**src/rtl/fifo_pkg.sv**
```systemverilog
// ============================================================================
// Module      : fifo_pkg
// Description : Shared defaults and sizing helper for the FIFO family.
// Revision    : 1.0 - initial release
// ============================================================================
`default_nettype none

package fifo_pkg;

    localparam int DATA_WIDTH = 4;
    localparam int FIFO_DEPTH = 8;

    // Index width of the storage array; pointers carry one extra wrap bit.
    function automatic int addr_width(input int depth);
        return $clog2(depth);
    endfunction

endpackage : fifo_pkg

`default_nettype wire

```
**src/rtl/fifo_mem.sv**
```systemverilog
// ============================================================================
// Module      : fifo_mem
// Description : Simple dual-port register array, synchronous write port and
//               registered read port. Storage itself is not reset.
// Revision    : 1.0 - initial release
// ============================================================================
`default_nettype none

module fifo_mem #(
    parameter int DATA_WIDTH = 4,
    parameter int ADDR_WIDTH = 3
) (
    input  logic                  clk,
    input  logic                  rst,
    input  logic                  wr_en,
    input  logic [ADDR_WIDTH-1:0] wr_addr,
    input  logic [DATA_WIDTH-1:0] wr_data,
    input  logic                  rd_en,
    input  logic [ADDR_WIDTH-1:0] rd_addr,
    output logic [DATA_WIDTH-1:0] rd_data
);

    localparam int DEPTH = 1 << ADDR_WIDTH;

    logic [DATA_WIDTH-1:0] storage [0:DEPTH-1];

    always_ff @(posedge clk) begin
        if (wr_en) begin
            storage[wr_addr] <= wr_data;
        end
    end

    // Only the output register is reset so rd_data comes up as zero.
    always_ff @(posedge clk or posedge rst) begin
        if (rst) begin
            rd_data <= '0;
        end else if (rd_en) begin
            rd_data <= storage[rd_addr];
        end
    end

endmodule : fifo_mem

`default_nettype wire

```
**src/rtl/sync_fifo_flags.sv**
```systemverilog
// ============================================================================
// Module      : sync_fifo_flags
// Description : Single-clock FIFO with registered read data and registered
//               full / afull / aempty / empty flags. Defining FIFO_ERR_FLAG_EN
//               adds sticky overflow / underflow outputs.
// Revision    : 1.0 - initial release
// ============================================================================
`default_nettype none

module sync_fifo_flags #(
    parameter int DATA_WIDTH  = fifo_pkg::DATA_WIDTH,
    parameter int FIFO_DEPTH  = fifo_pkg::FIFO_DEPTH,
    parameter int FIFO_AFULL  = FIFO_DEPTH - 1,
    parameter int FIFO_AEMPTY = 1
) (
    input  logic                  clk,
    input  logic                  rst,
    input  logic                  wr_en,
    input  logic [DATA_WIDTH-1:0] wr_data,
    input  logic                  rd_en,
    output logic [DATA_WIDTH-1:0] rd_data,
    output logic                  full,
    output logic                  afull,
    output logic                  aempty,
    output logic                  empty
`ifdef FIFO_ERR_FLAG_EN
    ,
    output logic                  overflow,
    output logic                  underflow
`endif
);

    import fifo_pkg::*;

    localparam int AW = addr_width(FIFO_DEPTH);
    localparam int PW = AW + 1;

    localparam logic [PW-1:0] AFULL_LVL  = PW'(FIFO_AFULL);
    localparam logic [PW-1:0] AEMPTY_LVL = PW'(FIFO_AEMPTY);
    localparam logic [PW-1:0] PTR_ONE    = PW'(1);

    logic [PW-1:0] wr_ptr;
    logic [PW-1:0] rd_ptr;
    logic [PW-1:0] wr_ptr_next;
    logic [PW-1:0] rd_ptr_next;
    logic [PW-1:0] count_next;
    logic          wr_accept;
    logic          rd_accept;
    logic          full_next;
    logic          empty_next;

    // Each side is judged against the flags as they stood before the edge.
    assign wr_accept = wr_en && !full;
    assign rd_accept = rd_en && !empty;

    always_comb begin
        wr_ptr_next = wr_ptr;
        rd_ptr_next = rd_ptr;
        if (wr_accept) begin
            wr_ptr_next = wr_ptr + PTR_ONE;
        end
        if (rd_accept) begin
            rd_ptr_next = rd_ptr + PTR_ONE;
        end
    end

    assign count_next = wr_ptr_next - rd_ptr_next;
    assign empty_next = (wr_ptr_next == rd_ptr_next);
    assign full_next  = (wr_ptr_next[AW] != rd_ptr_next[AW]) &&
                        (wr_ptr_next[AW-1:0] == rd_ptr_next[AW-1:0]);

    always_ff @(posedge clk or posedge rst) begin
        if (rst) begin
            wr_ptr <= '0;
            rd_ptr <= '0;
            full   <= 1'b0;
            afull  <= 1'b0;
            aempty <= 1'b1;
            empty  <= 1'b1;
        end else begin
            wr_ptr <= wr_ptr_next;
            rd_ptr <= rd_ptr_next;
            full   <= full_next;
            afull  <= (count_next >= AFULL_LVL);
            aempty <= (count_next <= AEMPTY_LVL);
            empty  <= empty_next;
        end
    end

    fifo_mem #(
        .DATA_WIDTH (DATA_WIDTH),
        .ADDR_WIDTH (AW)
    ) u_mem (
        .clk     (clk),
        .rst     (rst),
        .wr_en   (wr_accept),
        .wr_addr (wr_ptr[AW-1:0]),
        .wr_data (wr_data),
        .rd_en   (rd_accept),
        .rd_addr (rd_ptr[AW-1:0]),
        .rd_data (rd_data)
    );

`ifdef FIFO_ERR_FLAG_EN
    always_ff @(posedge clk or posedge rst) begin
        if (rst) begin
            overflow  <= 1'b0;
            underflow <= 1'b0;
        end else begin
            if (wr_en && full) begin
                overflow <= 1'b1;
            end
            if (rd_en && empty) begin
                underflow <= 1'b1;
            end
        end
    end
`endif

endmodule : sync_fifo_flags

`default_nettype wire

```
**config.mk**
```make
export PLATFORM = sky130hd
export DESIGN_NAME = sync_fifo_flags
export DESIGN_NICKNAME = d
export VERILOG_FILES = /design/src/rtl/fifo_pkg.sv /design/src/rtl/fifo_mem.sv /design/src/rtl/sync_fifo_flags.sv
export SDC_FILE = /design/constraint.sdc
export NUM_CORES = 1
export LEC_CHECK = 0
export CORE_ASPECT_RATIO = 1.4
export CORE_MARGIN = 4
export CORE_UTILIZATION = 50
export DETAILED_ROUTE_END_ITERATION = 8
export HOLD_SLACK_MARGIN = 0.03
export PLACE_DENSITY = 0.76
export SYNTH_ARGS = -nofsm -noshare
export SYNTH_HDL_FRONTEND = slang
export SYNTH_SLANG_ARGS = --single-unit
```
**constraint.sdc**
```tcl
create_clock -name clk -period 2.3 [get_ports clk]
set_clock_uncertainty 0.2 [all_clocks]
set_input_delay 0.46 -clock clk [delete_from_list [all_inputs] [get_ports clk]]
set_output_delay 0.46 -clock clk [all_outputs]
set_load 0.01 [all_outputs]
```
Word-level counts from Yosys, hierarchy flattened
Memories as Yosys holds them, arrays and structs flattened. A register that Yosys moved wholly into a read port is not among the register bits. Cells that the tools add are included. Widths: inputs -> output; s select.

Bits in registers: 12. Bits in writable memories: 32. Bits of input ports: 8. Output and inout bits: 8. Logic and storage cells: 24. Memories: 1.

Memories: u_mem.storage (words 8, width 4, read ports 1, clocked after memory_dff 1, write ports 1, RTL line fifo_mem.sv:25) `logic [DATA_WIDTH-1:0] storage [0:DEPTH-1];`.

Add/subtract/negate cells: 3. Magnitude comparators: 2. Eq/ne operators: 3. Mux-type cells: 4. Reductions and logical operators: 5.

Operators with widths (number): $add 4x1->4 const B (2); $mux 4 (2); $eq 4x4->1 (1); $ge 4x3->1 const B (1); $le 4x1->1 const B (1); $sub 4x4->4 (1); $eq 3x3->1 (1); $logic_and 1x1->1 (3); $logic_not 1->1 (2); $mux 1 (2); $ne 1x1->1 (1).

Longest topological paths before layout
Depth in word-level cells: 5. Mapped depth: 9. Mapped depth without buffers: 8.

Modules after synthesis
From an unflattened synthesis, not the netlist that was laid out.

Cell total of the unflattened synthesis: 147. Area total of the unflattened synthesis: 2122.0 um^2.

By module, submodules not included: fifo_mem (instances 1, cells each 88, area each 1458.9 um^2, sequential area each 1061.0 um^2); sync_fifo_flags (instances 1, cells each 59, area each 663.1 um^2, sequential area each 302.8 um^2).

Worst setup path before layout
Ideal clock, no wire load.

Kind: reg2reg. From: reg empty. To: reg afull. Library setup time: 137 ps. Arrival time: 1854 ps. Data required time: 1963 ps. Path slack: 110 ps. Stages on the path, launching flop included: 10. Buffers on the path: 1. Period minus slack after synthesis: 2190 ps. Cell sequence: dfstp_2 > nand2b_1 > buf_6 > mux2i_2 > inv_2 > xnor2_1 > ha_1 > a21oi_1 > xor2_1 > o32ai_1.

Cells in the longest elaborated chain, start to end: 5.

Ends and longest elaborated chain: start, declared (RTL line sync_fifo_flags.sv:25) `output logic empty`; start signal, assigned (RTL line sync_fifo_flags.sv:86) `empty <= empty_next;`; $logic_not 1->1 (RTL line sync_fifo_flags.sv:54) `assign rd_accept = rd_en && !empty;`; $logic_and 1x1->1 (RTL line sync_fifo_flags.sv:54); $mux 4 (RTL line sync_fifo_flags.sv:62) `if (rd_accept) begin`; net rd_ptr_next[1] (RTL line sync_fifo_flags.sv:45) `logic [PW-1:0] rd_ptr_next;`; $sub 4x4->4 (RTL line sync_fifo_flags.sv:67) `assign count_next = wr_ptr_next - rd_ptr_next;`; $ge 4x3->1 (RTL line sync_fifo_flags.sv:84) `afull <= (count_next >= AFULL_LVL);`; end signal, assigned (RTL line sync_fifo_flags.sv:84); end, declared (RTL line sync_fifo_flags.sv:23) `output logic afull,`.

The timed path passes the listed nets, and every way through them passes these cells.

Worst setup path in the final report
Ends and elaborated chain as after synthesis.

==> metrics.cfg <==
[grt]
grt_max_degree = 17
grt_pass1_vias = 1224
grt-ovfl-total = 0
grt_usage = 0.143
antenna_found_initial = 0
grt_pass1_wl_um = 5740

[critical_path]
critPathCaptureType = register
cp-startpoint = empty
crit_slowest_cell = dfstp_2
r2r-end = afull
worst-setup-path-type = reg2reg
crit_required_ns = 2.29
endpoint = afull
path_cells = nand2b_4 -> mux2i_4 -> inv_2 -> xnor2_2 -> ha_2 -> a21oi_2 -> xor2_1 -> o32ai_1
crit_fanout = 4
worstSetupStartpointType = register
r2r_slack_ns = 0.1
rr_startpoint = empty
reg2regPathDepth = 8
critPathArrivalTime_ns = 2.19
slowest_delay_ns = 0.55

[cts]
cts-root-buf = clkbuf_8
clock_latency_ns = 0.29
postCtsHoldBufs = 0
htreeDepth = 2
clock_sinks = 48
cts_made_buffers = 5
cts_tree = yes
clkTransAtPathRegs_ns = 0.08
clockBufferDepth = 2

[floorplanning]
die_h_um = 84.7
ioPinCount = 16
rows = 27
coreArea_um2 = 3990
start_util = 0.528
die_width_um = 62.8
design.die.area_um2 = 5320

[layout]
drive_above_1_share = 0.289
nFillCells = 282
diodes = 0
syn2layout_area_growth_pct = 22.7
layout.nets = 178

[route]
ant_nets = 0
wirelength_um = 3520
vias = 1170
drtPass1Iterations = 4
drc_errors = 0
drt_iter0_markers = 53
drt-vias-per-instance = 5.60
wl_per_cell_um = 16.8

[timing]
slew_violations = 0
setup_viol = 0
max-slew-margin-rel = 0.588
holdWs_ns = 0.282
worst_pin_slew_ns = 0.617
period_needed_ns = 2.20
hold_viol_final = 0
max_freq_ghz = 0.454
final.setup.tns_ns = 0
fin_crit_sh = 0.957

[logic_synthesis]
syn_inst = 129
async_flop_share = 0.333
synth_cell_types = 35
yosys_warnings = 0
ys_seq_area_frac = 0.648
synth-main-ff-cell = edfxtp_1
syn_avg_cell_area_um2 = 16.3
synth_edf_count = 32
syn-cell-area_um2 = 2100
synth_nets = 142
synth-seq-cells = 48

[placed_design]
detailed_place_hpwl_um = 2610
place.gp.congestion = 0.765
port_buffers = 15

[power]
comb_power_share = 0.506
p_leak_nw = 1.04
intPower_mw = 2.30
clkPwrFrac = 0.135
power_density_nw_per_um2 = 1370
peakVddDrop_uv = 633
swShare = 0.348
total_power_mw = 3.53
seqPwrFrac = 0.359
p_switching_mw = 1.23

[run_status]
status = finished clean

[min_path]
hold_class = reg2reg

[run]
cap_violations = 0

## placed cells by master, fill, tap and decap left out, drive strengths merged
cell type / Yosys / layout
nand2: 6 / 6
clkdlybuf4s50: 0 / 13
buf: 4 / 18
or3: 1 / 1
a211oi: 2 / 2
nand3: 2 / 2
clkinv: 0 / 1
mux2: 1 / 1
o21ai: 5 / 5
a21oi: 1 / 1
o211a: 3 / 3
a31oi: 1 / 1
clkinvlp: 0 / 1
o21a: 1 / 1
xor2: 2 / 2
xnor2: 4 / 4
o211ai: 1 / 1
o32ai: 1 / 1
nor2: 7 / 7
clkbuf: 0 / 6
dfrtp: 14 / 14
nand3b: 2 / 2
and2: 1 / 1
dlymetal6s2s: 0 / 2
mux2i: 5 / 5
nor3: 4 / 4
dfstp: 2 / 2
mux4: 8 / 8
nor2b: 1 / 1
nand2b: 4 / 4
ha: 5 / 5
o21ba: 1 / 1
edfxtp: 32 / 32
inv: 8 / 8
## power groups by stage
stage | clock network [mW] | registers, mW | logic [mW]
detailed placement | 0 | 1.29 | 1.55
global placement | 0 | 1.27 | 1.47
global route | 0.521 | 1.29 | 1.95
floorplan | 0 | 1.27 | 1.03
finish | 0.475 | 1.27 | 1.78
CTS | 0.488 | 1.27 | 1.59
## area by class of cell
cell class / instances / area (um^2) / share of cell area
flip-flops and latches: 48 / 1360 / 0.528
multi-input cells: 69 / 754 / 0.292
repair buffers: 33 / 294 / 0.114
clock buffers: 6 / 72.6 / 0.0281
well taps: 43 / 53.8 / 0.0208
inverters: 8 / 30.0 / 0.0116
clock inverters: 2 / 12.5 / 0.00485
## synth_stat cells, drive strengths merged (2+ instances only)
cell type | instances | share of area
edfxtp | 32 | 0.46
dfrtp | 14 | 0.17
inv | 8 | 0.014
mux4 | 8 | 0.10
nor2 | 7 | 0.012
nand2 | 6 | 0.012
ha | 5 | 0.030
mux2i | 5 | 0.026
o21ai | 5 | 0.012
buf | 4 | 0.018
nand2b | 4 | 0.012
nor3 | 4 | 0.0095
xnor2 | 4 | 0.017
o211a | 3 | 0.014
a211oi | 2 | 0.013
dfstp | 2 | 0.025
nand3 | 2 | 0.0071
nand3b | 2 | 0.0071
xor2 | 2 | 0.0083
## timing repair
item / CTS / global route
setup endpoints to repair: 2 / 2
setup buffers: 0 / 1
gates resized for setup: 2 / 16
pin swaps: 0 / 8
## metal layers
layer	global-route usage	vias to the layer above	routed length (um)
li1	-	560	-
met3	0.0469	5	137
met2	0.255	25	1920
met4	0.0422	0	53
met1	0.161	580	1410
met5	0	-	0
## critical path: cells and delay by family, from the launching register on
family,cells,cell delay [ns]
compound gates,2,0.34
xor+xnor,2,0.34
fa+ha+maj,1,0.20
buf+inv,1,0.08
flops,1,0.55
mux,1,0.24
simple gates,1,0.16
## flip-flops by register name, summed over array words and instances (netlist names)
name           flops
wr_ptr             4
rd_ptr             4
full               1
afull              1
u_mem.rd_data      4
empty              1
u_mem.storage     32
aempty             1
## metrics by stage
| stage | area, um^2 | std cells | utilization | setup slack (ns) |
|---|---|---|---|---|
| 6_report | 2580 | 209 | 0.648 | 0.0988 |
| 5_1_grt | 2580 | 209 | 0.648 | -0.00557 |
| 4_1_cts | 2490 | 208 | 0.625 | 0.00407 |
| 3_5_place_dp | 2400 | 200 | 0.601 | -0.339 |
| 3_3_place_gp | 2400 | 200 | 0.601 | -0.256 |
| 2_1_floorplan | 2100 | 129 | - | 0.110 |
## worst min-delay path by stage
stage / from / endpoint / cells past startpoint
finish: u_mem.rd_data[2] / u_mem.rd_data[2] / 2
global route: u_mem.rd_data[0] / u_mem.rd_data[0] / 2
CTS: u_mem.rd_data[2] / u_mem.rd_data[2] / 2
detailed placement: u_mem.rd_data[2] / u_mem.rd_data[2] / 2
global placement: u_mem.rd_data[0] / u_mem.rd_data[0] / 2
floorplan: rst / afull / 1
## cells by family after synthesis
kind of cell,Yosys count,share of synthesized area
mux,14,0.131
compound gates,16,0.0607
flops,48,0.648
fa+ha+maj,5,0.0297
simple gates,28,0.0732
buf+inv,12,0.0321
xor+xnor,6,0.0250
Power figures use the tool's default switching activity.
